$ cat config.mk
export PLATFORM = sky130hd
export DESIGN_NAME = ptw_req_arbiter
export DESIGN_NICKNAME = d
export VERILOG_FILES = /design/src/rtl/ptw_req_arbiter.sv
export SDC_FILE = /design/constraint.sdc
export NUM_CORES = 1
export LEC_CHECK = 0
export ABC_AREA = 1
export CORE_MARGIN = 3
export CORE_UTILIZATION = 35
export DETAILED_ROUTE_END_ITERATION = 10
export PLACE_DENSITY = 0.78
export RECOVER_POWER = 50
export SYNTH_ARGS = -nofsm -noshare
export SYNTH_HDL_FRONTEND = slang
export SYNTH_SLANG_ARGS = --single-unit
$ cat constraint.sdc
create_clock -name clock -period 2.62 [get_ports clock]
set_input_delay 0.655 -clock clock [delete_from_list [all_inputs] [get_ports clock]]
set_output_delay 0.655 -clock clock [all_outputs]
set_load 0.02 [all_outputs]
$ cat src/rtl/ptw_req_arbiter.sv
// ptw_req_arbiter: N-channel page-table-walker request arbiter.
// Fixed-priority or round-robin grant feeding a one-entry registered output stage,
// so no combinational path runs from the requesters to the PTW request port.
module ptw_req_arbiter #(
  parameter int unsigned N      = 2,
  parameter int unsigned ADDR_W = 20,
  parameter int unsigned RR     = 0,
  localparam int unsigned CHOSEN_W = (N > 1) ? $clog2(N) : 1
) (
  input  logic                  clock,
  input  logic                  reset,
  input  logic [N-1:0]          io_in_valid,
  output logic [N-1:0]          io_in_ready,
  input  logic [N-1:0]          io_in_bits_valid,
  input  logic [N*ADDR_W-1:0]   io_in_addr,
  input  logic [N-1:0]          io_in_need_gpa,
  output logic                  io_out_valid,
  input  logic                  io_out_ready,
  output logic                  io_out_bits_valid,
  output logic [ADDR_W-1:0]     io_out_addr,
  output logic                  io_out_need_gpa,
  output logic [CHOSEN_W-1:0]   io_chosen
);

  logic                full_q;
  logic                bits_valid_q;
  logic                need_gpa_q;
  logic [ADDR_W-1:0]   addr_q;
  logic [CHOSEN_W-1:0] chosen_q;
  logic [CHOSEN_W-1:0] ptr_q;

  logic                any_valid;
  logic                load_en;
  logic                accept;
  logic                hi_found;
  logic [CHOSEN_W-1:0] hi_idx;
  logic [CHOSEN_W-1:0] lo_idx;
  logic [CHOSEN_W-1:0] grant;
  logic                sel_bits_valid;
  logic                sel_need_gpa;
  logic [ADDR_W-1:0]   sel_addr;

  // Grant: lowest valid index at or above ptr, else lowest valid index overall (wraps mod N).
  // With ptr pinned at 0 this degenerates to plain fixed priority.
  always_comb begin
    any_valid = |io_in_valid;
    hi_found  = 1'b0;
    hi_idx    = '0;
    lo_idx    = '0;
    for (int i = int'(N) - 1; i >= 0; i--) begin
      if (io_in_valid[i]) begin
        lo_idx = CHOSEN_W'(i);
        if (CHOSEN_W'(i) >= ptr_q) begin
          hi_found = 1'b1;
          hi_idx   = CHOSEN_W'(i);
        end
      end
    end
    grant = hi_found ? hi_idx : lo_idx;
  end

  // Stage can take a request when empty or being drained this cycle; reset forces ready low.
  assign load_en = ~full_q | io_out_ready;
  assign accept  = load_en & any_valid & ~reset;

  // Per-channel ready and payload mux for the granted channel.
  always_comb begin
    io_in_ready    = '0;
    sel_bits_valid = 1'b0;
    sel_need_gpa   = 1'b0;
    sel_addr       = '0;
    for (int i = 0; i < int'(N); i++) begin
      if (grant == CHOSEN_W'(i)) begin
        io_in_ready[i] = accept;
        sel_bits_valid = io_in_bits_valid[i];
        sel_need_gpa   = io_in_need_gpa[i];
        sel_addr       = io_in_addr[i*ADDR_W +: ADDR_W];
      end
    end
  end

  // Output register: load on accept (replacing any draining entry), clear full on drain only.
  always_ff @(posedge clock or posedge reset) begin
    if (reset) begin
      full_q       <= 1'b0;
      bits_valid_q <= 1'b0;
      need_gpa_q   <= 1'b0;
      addr_q       <= '0;
      chosen_q     <= '0;
    end else if (accept) begin
      full_q       <= 1'b1;
      bits_valid_q <= sel_bits_valid;
      need_gpa_q   <= sel_need_gpa;
      addr_q       <= sel_addr;
      chosen_q     <= grant;
    end else if (io_out_ready) begin
      full_q       <= 1'b0;
    end
  end

  if (RR != 0) begin : g_rr
    // Round-robin pointer: move to the channel after the one just accepted.
    always_ff @(posedge clock or posedge reset) begin
      if (reset) begin
        ptr_q <= '0;
      end else if (accept) begin
        ptr_q <= (grant == CHOSEN_W'(N - 1)) ? '0 : grant + 1'b1;
      end
    end
  end else begin : g_fixed
    assign ptr_q = '0;
  end

  assign io_out_valid      = full_q;
  assign io_out_bits_valid = bits_valid_q;
  assign io_out_addr       = addr_q;
  assign io_out_need_gpa   = need_gpa_q;
  assign io_chosen         = chosen_q;

endmodule

==> results of run 1 <==
[worst min-delay path, delay by kind of cell (launching register included)]
kind          cells  cell delay (ns)
flops             1             0.36
simple gates      2             0.10
[logic make-up after synthesis]
group	after synthesis	synth area share
DFF	24	0.4863
and+or+nand+nor	143	0.4620
buffers and inverters	15	0.05167
[synth_stat cells]
library cell  number
buf_2              6
nand3_1           22
inv_2              1
buf_1              2
inv_1              4
nand2_1          116
clkbuf_1           2
nor2_1             4
dfrtp_1           24
nand3_2            1
[path summary, 6_finish.rpt]
check                              from           endpoint  slack (ns)
setup reg to reg           io_out_valid  io_out_bits_valid        1.27
hold / removal                io_chosen          io_chosen        0.48
min in group asynchronous         reset     io_out_addr[4]        0.77
setup / recovery           io_out_ready     io_in_ready[1]        0.20
max in group asynchronous         reset       io_out_valid        1.60
hold reg to reg               io_chosen          io_chosen        0.48
[power groups by stage]
stage	registers [mW]	logic [mW]	clock network [mW]
global placement	0.472	0.430	0
global route	0.472	0.454	0.221
floorplan	0.551	0.117	0
finish	0.463	0.417	0.199
CTS	0.465	0.435	0.201
detailed placement	0.472	0.435	0
[routing by layer]
layer  vias up  wire length [um]
li1        709                 -
met1       589              1578
met2        36              1883
met3         4               139
met4         0                55
met5         -                 0
[state kept, by name, summed over array words and instances (netlist names)]
register,flops
io_out_need_gpa,1
io_out_bits_valid,1
io_out_addr,20
io_out_valid,1
io_chosen,1
[cells in the final DEF, fill, tap and decap left out]
master           Yosys  routed
nor2_1               4       4
clkbuf_4             0       3
inv_2                1       1
dfrtp_1             24      24
dlygate4sd2_1        0       2
dlygate4sd3_1        0      13
clkbuf_8             0       1
nand3_2              1       1
buf_4                0       7
nand3_1             22      22
clkdlybuf4s50_1      0      59
nand2_1            116     116
inv_1                4       4
[cell type report]
cell class	instances	area, um2	share of cell area
timing repair buffer	81	790.8	0.3816
sequential	24	600.6	0.2899
multi-input combinational	143	570.5	0.2754
tap	44	55.05	0.02657
clock buffer	4	36.28	0.01751
inverter	5	18.77	0.009058
[per-stage QoR]
step	utilization	hold WS, ns	worst slack, ns
3_3_place_gp	0.6363	0.4543	-0.07911
2_1_floorplan	-	0.5822	0.2337
3_5_place_dp	0.6363	0.4599	-0.08230
4_1_cts	0.6469	0.4900	0.1945
5_1_grt	0.6469	0.5038	0.1065
6_report	0.6469	0.4797	0.1994
[timing repair]
item                                    in CTS  in global routing
endpoints found under the setup margin       2                  0
endpoints found under the hold margin        0                  0
hold buffers                                 0                  0
resized for setup                            2                  0
==> impl_metrics.py, run 1 <==
metrics = {
    "critical_path": {
        "crit_buf_inv": 3,
        "r2r_cells": 5,
        "cp.depth": 6,
        "slowest_delay_ns": 0.45,
        "crit_family": "buffers and inverters",
        "crit_type": "input pin to primary output",
        "cp-end-kind": "primary output",
        "critical_path.most_common_cell": "nand2_1",
        "slowest_stage": "clkdlybuf4s50_1",
        "arrival_ns": 1.77,
        "path_max_fanout": 3,
        "worstPathCellList": "clkdlybuf4s50_1, inv_1, nand2_1, nand2_1, nor2_1, dlygate4sd2_1",
        "required_ns": 1.97,
        "start_kind": "input pin",
    },
    "yosys": {
        "syn_avg_cell_area_um2": 6.785,
        "synth_cell_types": 10,
        "synth_top_area_share": 0.4863,
        "ys_ff_latch": 24,
        "synth_fp_nets": 231,
        "yosys_warnings": 0,
        "synth.largest_area_cell": "dfrtp_1",
        "synth_cells": 182,
        "syn_area_um2": 1235,
        "synthTopCellsByArea": "dfrtp_1 (49%), nand2_1 (35%), nand3_1 (8.9%), buf_2 (2.4%), inv_1 (1.2%)",
        "ys_seq_area_frac": 0.4863,
    },
    "clock_tree": {
        "clkTransAtPathRegs_ns": 0.13,
        "cts_root_buf": "clkbuf_4",
        "clk_latency_ns": 0.32,
        "htreeDepth": 1,
        "numCtsBuffers": 3,
        "clockBufferDepth": 2,
        "cts_tree": "yes",
        "postCtsSetupBuffers": 0,
        "cts_num_sinks": 24,
    },
    "grt": {
        "antenna_found_initial": 0,
        "busiest_layer": "met2",
        "use_met2": 0.3034,
        "grt_pass1_wl_mm": 5.809,
        "gr-usage-met3": 0.02051,
        "overflow": 0,
        "grt_max_degree": 26,
        "grt_use_met1": 0.2189,
        "gr-usage-all-layers": 0.1745,
        "grt_pass1_vias": 1234,
    },
    "timing": {
        "timing.setup.tns_ns": 0,
        "rsz0062_at_grt": "false",
        "setup_viol": 0,
        "min_period_ns": 2.421,
        "worst_pin_slew_ns": 0.4915,
        "relSlewSlack": 0.6719,
        "fmax_mhz": 413.1,
        "fin_skew_ns": 0.01255,
        "slew_viol_final": 0,
        "hold_viol": 0,
        "fin_crit_sh": 0.9239,
    },
    "power": {
        "power.internal_mw": 0.7237,
        "p_comb_frac": 0.386,
        "pwr-share-seq": 0.429,
        "power.density_nw_per_um2": 520.4,
        "power_frac_clock": 0.184,
        "leakagePower_nw": 1.092,
        "peakVddDrop_mv": 0.2828,
        "power_mw": 1.078,
        "p_switching_mw": 0.3546,
        "sw_frac_of_total": 0.3289,
    },
    "placed_design": {
        "dp.cells": 297,
        "gp_congestion": 0.7635,
        "dp_hpwl_mm": 2.729,
        "post_dp_cell_area_um2": 2038,
        "io_buffers": 74,
    },
    "drt": {
        "drt_iter0_drc": 58,
        "num_vias": 1338,
        "routed_via_density": 4.445,
        "wl_mm": 3.657,
        "drc_errors": 0,
        "wl_per_cell_um": 12.15,
        "drt_pass1_iterations": 4,
        "drtAntennaViolNets": 0,
    },
    "floorplanning": {
        "chipHeight_um": 65.40,
        "ios": 75,
        "die_area_um2": 4277,
        "fp-row-count": 20,
        "start_util": 0.3855,
        "die_w_um": 65.40,
        "core_area_um2": 3203,
    },
    "layout": {
        "fill_cells": 313,
        "instances_no_fill": 301,
        "antenna-diode-count": 0,
        "syn_to_final_growth_pct": 67.78,
        "drive_above_1_share": 0.05058,
        "final_cell_area_um2": 2072,
        "final_nets": 307,
    },
    "flow_run": {
        "maxCapViolCount": 0,
    },
    "worst_hold_path": {
        "hold_depth": 2,
        "min_path_type": "register to register",
    },
    "run_status": {
        "status": "finished, final reports clean",
    },
}
No activity file was read; power rests on OpenSTA's default activity.
==> inputs of run 2 (changes only) <==
--- a/config.mk
+++ b/config.mk
@@ -11,6 +11,7 @@
 export DETAILED_ROUTE_END_ITERATION = 10
 export PLACE_DENSITY = 0.78
 export RECOVER_POWER = 50
+export SETUP_SLACK_MARGIN = 0.2
 export SYNTH_ARGS = -nofsm -noshare
 export SYNTH_HDL_FRONTEND = slang
 export SYNTH_SLANG_ARGS = --single-unit
==> run 2 against run 1 <==
  * Non-clock buffer count unchanged
  * Die area unchanged
  * Utilization decreased by 0.23 points
  * Clock power about the same
  * Clock skew decreased by 0.00086 ns
  * Maximum frequency increased by 2.0%
  * Combinational power about the same
  * Via count increased by 0.52%
  * Critical endpoint unchanged
  * Largest cell class unchanged
==> impl_metrics.py, run 2 (synthesis results as in run 1) <==
metrics = {
    "timing": {
        "hold_viol": 0,
        "fin_crit_sh": 0.9059,
        "slew_viol_final": 0,
        "worst_pin_slew_ns": 0.4923,
        "relSlewSlack": 0.6714,
        "rsz0062_at_grt": "false",
        "setup_ws_ns": 0.2467,
        "fin_skew_ns": 0.01169,
        "setup_viol": 0,
        "fmax_mhz": 421.3,
        "min_period_ns": 2.373,
    },
    "layout": {
        "final_cell_area_um2": 2064,
        "instances_no_fill": 301,
        "antenna-diode-count": 0,
        "layout_common_cells": "nand2_1 (116), clkdlybuf4s50_1 (58), dfrtp_1 (24)",
        "final_nets": 307,
        "syn_to_final_growth_pct": 67.17,
        "largest_register_ff_count": 20,
        "fill_cells": 315,
        "final_core_util": 0.6445,
        "layout_commonest_cell": "nand2_1",
        "drive_above_1_share": 0.05837,
    },
    "floorplanning": {
        "core_area_um2": 3203,
        "start_util": 0.3855,
        "die_area_um2": 4277,
        "die_w_um": 65.40,
        "chipHeight_um": 65.40,
        "ios": 75,
        "fp-row-count": 20,
    },
    "placed_design": {
        "dp_hpwl_mm": 2.729,
        "io_buffers": 74,
        "post_dp_cell_area_um2": 2038,
        "pre_cts_ws_ns": -0.08230,
        "gp_congestion": 0.7635,
        "dp.cells": 297,
    },
    "power": {
        "p_comb_frac": 0.386,
        "power_frac_clock": 0.185,
        "power.density_nw_per_um2": 522.3,
        "sw_frac_of_total": 0.3295,
        "pwr-share-seq": 0.429,
        "power.internal_mw": 0.7230,
        "p_switching_mw": 0.3554,
        "power_mw": 1.078,
        "peakVddDrop_mv": 0.2832,
        "leakagePower_nw": 1.086,
    },
    "grt": {
        "overflow": 0,
        "antenna_found_initial": 0,
        "gr-usage-met3": 0.02051,
        "grt_pass1_vias": 1234,
        "grt_use_met1": 0.2189,
        "use_met2": 0.3034,
        "gr-usage-all-layers": 0.1745,
        "busiest_layer": "met2",
        "grt_max_degree": 26,
        "grt_pass1_wl_mm": 5.809,
    },
    "drt": {
        "drtAntennaViolNets": 0,
        "drc_errors": 0,
        "wl_mm": 3.683,
        "drt_iter0_drc": 56,
        "wl_per_cell_um": 12.24,
        "routed_via_density": 4.468,
        "num_vias": 1345,
        "drt_pass1_iterations": 4,
    },
    "run_status": {
        "status": "finished, final reports clean",
    },
    "clock_tree": {
        "cts_num_sinks": 24,
        "cts_root_buf": "clkbuf_4",
        "clkTransAtPathRegs_ns": 0.13,
        "numCtsBuffers": 3,
        "clockBufferDepth": 2,
        "cts_tree": "yes",
        "htreeDepth": 1,
        "clk_latency_ns": 0.32,
    },
    "critical_path": {
        "slowest_stage": "dlygate4sd3_1",
        "worstPathCellList": "dlygate4sd3_1, inv_1, nand2_1, nor2_1, clkbuf_2",
        "start_kind": "input pin",
        "reg2reg_slack_ns": 1.27,
        "path_max_fanout": 3,
        "slowest_delay_ns": 0.53,
        "cp-end-kind": "primary output",
        "required_ns": 1.97,
        "arrival_ns": 1.72,
        "crit_type": "input pin to primary output",
    },
    "flow_run": {
        "maxCapViolCount": 0,
    },
    "worst_hold_path": {
        "min_path_type": "register to register",
    },
}
-- run 2: metrics by stage --
stage | hold WS, ns | TNS (ns)
4_1_cts | 0.4900 | 0
3_5_place_dp | 0.4599 | -0.1247
2_1_floorplan | 0.5822 | 0
3_3_place_gp | 0.4543 | -0.1172
5_1_grt | 0.5038 | 0
6_report | 0.4799 | 0
-- run 2: critical path, delay by kind of cell --
family / cells / cell delay (ns)
and+or+nand+nor: 2 / 0.22
buffers and inverters: 3 / 0.83
-- run 2: path summary, 6_finish.rpt --
path	from	to	depth (start not counted)
max reg2reg	io_out_valid	io_out_bits_valid	5
max	reset	io_in_ready[1]	5
min	io_chosen	io_chosen	2
min reg2reg	io_chosen	io_chosen	2
max in group asynchronous	reset	io_out_valid	3
min in group asynchronous	reset	io_out_addr[4]	3
-- run 2: routing by layer --
layer / wire (um) / up-vias
met4: 55 / 0
met5: 0 / -
met1: 1591 / 592
met3: 151 / 4
met2: 1884 / 40
li1: - / 709
-- run 2: layout make-up --
class	count	area, um2	area share
Timing Repair Buffer	81	783.3	0.3794
Sequential cell	24	600.6	0.2909
Multi-Input combinational cell	143	570.5	0.2764
Tap cell	44	55.05	0.02667
Clock buffer	4	36.28	0.01758
Inverter	5	18.77	0.009091
-- run 2: repair_timing --
item	in CTS	in global routing
endpoints found under the setup margin	2	2
cloned	0	0
setup buffers	0	0
gates resized for setup	2	4
hold endpoints to repair	0	0
hold buffers	0	0
pin swaps	0	0
-- run 2: power by group through the flow --
stage	Clock, mW	Sequential [mW]	Combinational (mW)
floorplan	0	0.551	0.117
global placement	0	0.472	0.430
detailed placement	0	0.472	0.435
CTS	0.201	0.465	0.435
global route	0.221	0.472	0.454
finish	0.199	0.463	0.416
==> inputs of run 3 (changes only) <==
--- a/config.mk
+++ b/config.mk
@@ -9,8 +9,9 @@
 export CORE_MARGIN = 3
 export CORE_UTILIZATION = 35
 export DETAILED_ROUTE_END_ITERATION = 10
+export GPL_TIMING_DRIVEN = 0
 export PLACE_DENSITY = 0.78
-export RECOVER_POWER = 50
+export REMOVE_ABC_BUFFERS = 1
 export SETUP_SLACK_MARGIN = 0.2
 export SYNTH_ARGS = -nofsm -noshare
 export SYNTH_HDL_FRONTEND = slang
==> run 3 against run 2 <==
  * Sequential power about the same
  * Non-clock buffer count down 3
  * First-iteration DRC count up 27%
  * Maximum frequency up 3.8%
==> impl_metrics.py, run 3 (synthesis results as in run 1) <==
metrics = {
    "floorplanning": {
        "die_area_um2": 4277,
        "fp-row-count": 20,
        "core_area_um2": 3203,
        "die_w_um": 65.40,
        "ios": 75,
        "chipHeight_um": 65.40,
        "start_util": 0.3855,
    },
    "flow_run": {
        "maxCapViolCount": 0,
    },
    "clock_tree": {
        "cts_num_sinks": 24,
        "postCtsHoldBufs": 0,
        "numCtsBuffers": 3,
        "cts_root_buf": "clkbuf_4",
        "clk_latency_ns": 0.31,
        "clkTransAtPathRegs_ns": 0.14,
        "htreeDepth": 1,
        "clockBufferDepth": 2,
        "cts_tree": "yes",
    },
    "drt": {
        "drt_iter0_drc": 71,
        "drc_errors": 0,
        "wl_per_cell_um": 12.84,
        "drtAntennaViolNets": 0,
        "wl_mm": 3.864,
        "drt_pass1_iterations": 4,
        "routed_via_density": 4.475,
        "num_vias": 1347,
    },
    "layout": {
        "largest_register_ff_count": 20,
        "instances_no_fill": 301,
        "final_core_util": 0.6555,
        "layout_common_cells": "nand2_1 (115), clkdlybuf4s50_1 (69), dfrtp_1 (24)",
        "antenna-diode-count": 0,
        "final_nets": 307,
        "drive_above_1_share": 0.07393,
        "syn_to_final_growth_pct": 70.01,
        "layout_commonest_cell": "nand2_1",
    },
    "timing": {
        "fin_skew_ns": 0.005126,
        "fmax_mhz": 437.5,
        "worst_pin_slew_ns": 0.7847,
        "fin_crit_sh": 0.8724,
        "rsz0062_at_grt": "false",
        "slew_viol_final": 0,
        "hold_viol": 0,
        "relSlewSlack": 0.4749,
        "setup_viol": 0,
        "min_period_ns": 2.286,
        "holdWs_ns": 0.4860,
    },
    "critical_path": {
        "required_ns": 1.97,
        "cp-end-kind": "primary output",
        "reg2reg_slack_ns": 0.97,
        "r2r_cells": 6,
        "start_kind": "input pin",
        "path_max_fanout": 3,
        "crit-reg2reg-capture": "io_out_addr[11]",
        "r2r-start": "io_out_valid",
        "arrival_ns": 1.63,
        "crit_type": "input pin to primary output",
    },
    "grt": {
        "antenna_found_initial": 0,
        "grt_max_degree": 26,
        "overflow": 0,
        "use_met2": 0.3439,
        "gr-usage-all-layers": 0.1897,
        "gr-usage-met3": 0.04103,
        "grt_pass1_vias": 1234,
        "grt_pass1_wl_mm": 6.099,
        "busiest_layer": "met2",
        "grt_use_met1": 0.2229,
    },
    "power": {
        "peakVddDrop_mv": 0.3180,
        "power.density_nw_per_um2": 557.1,
        "power_mw": 1.170,
        "leakagePower_nw": 1.065,
    },
    "worst_hold_path": {
        "holdPathEnd": "io_chosen",
        "hp-start": "io_chosen",
        "min_path_type": "register to register",
        "hold_depth": 2,
    },
    "placed_design": {
        "io_buffers": 74,
        "dp.cells": 291,
        "dp_hpwl_mm": 2.449,
        "gp_congestion": 0.7081,
    },
    "run_status": {
        "status": "finished, final reports clean",
    },
}
==> run 3: worst max-delay path: stages <==
cell             delay, ns
clkdlybuf4s50_1       0.45
inv_1                 0.04
nand2_1               0.10
nand2_1               0.09
nor2_1                0.11
buf_2                 0.18
==> run 3: layer usage <==
layer / vias up / part of all wire
li1: 709 / -
met5: - / 0
met4: 0 / 0.0049
met3: 2 / 0.068
met2: 48 / 0.50
met1: 588 / 0.43
==> run 3: layout make-up <==
class	count	area, um2
fillers	311	1104
repair buffers	78	757.0
flip-flops and latches	24	600.6
multi-input cells	144	598.1
well taps	44	55.05
clock inverters	1	30.03
inverters	5	26.28
clock buffers	3	22.52
repair inverters	2	10.01
==> run 3: repair_timing <==
item / CTS / global route
resized for setup: 17 / 2
setup endpoints to repair: 25 / 2
hold endpoints to repair: 0 / 0
cloned: 3 / 0
buffers inserted: 3 / 0
==> run 3: worst max-delay path by stage <==
stage,startpoint,endpoint,slack (ns)
after floorplan,io_in_valid[0],io_in_ready[1],0.08
after global placement,io_in_valid[1],io_in_ready[1],-1.41
after detailed placement,io_in_valid[1],io_in_ready[1],-1.44
after CTS,io_out_ready,io_in_ready[0],0.21
after global routing,io_out_ready,io_in_ready[1],0.23
final,io_out_ready,io_in_ready[1],0.33
==> run 3: stage by stage <==
step | worst slack [ns] | area [um2] | TNS (ns)
3_5_place_dp | -1.438 | 1997 | -12.09
3_3_place_gp | -1.408 | 1986 | -20.90
6_report | 0.3342 | 2100 | 0
2_1_floorplan | 0.07795 | 1190 | 0
4_1_cts | 0.2130 | 2111 | 0
5_1_grt | 0.2348 | 2100 | 0
==> run 3: report_power, final <==
part | switching, mW | internal (mW)
registers | 0.0339 | 0.433
clock network | 0.113 | 0.155
logic | 0.219 | 0.216
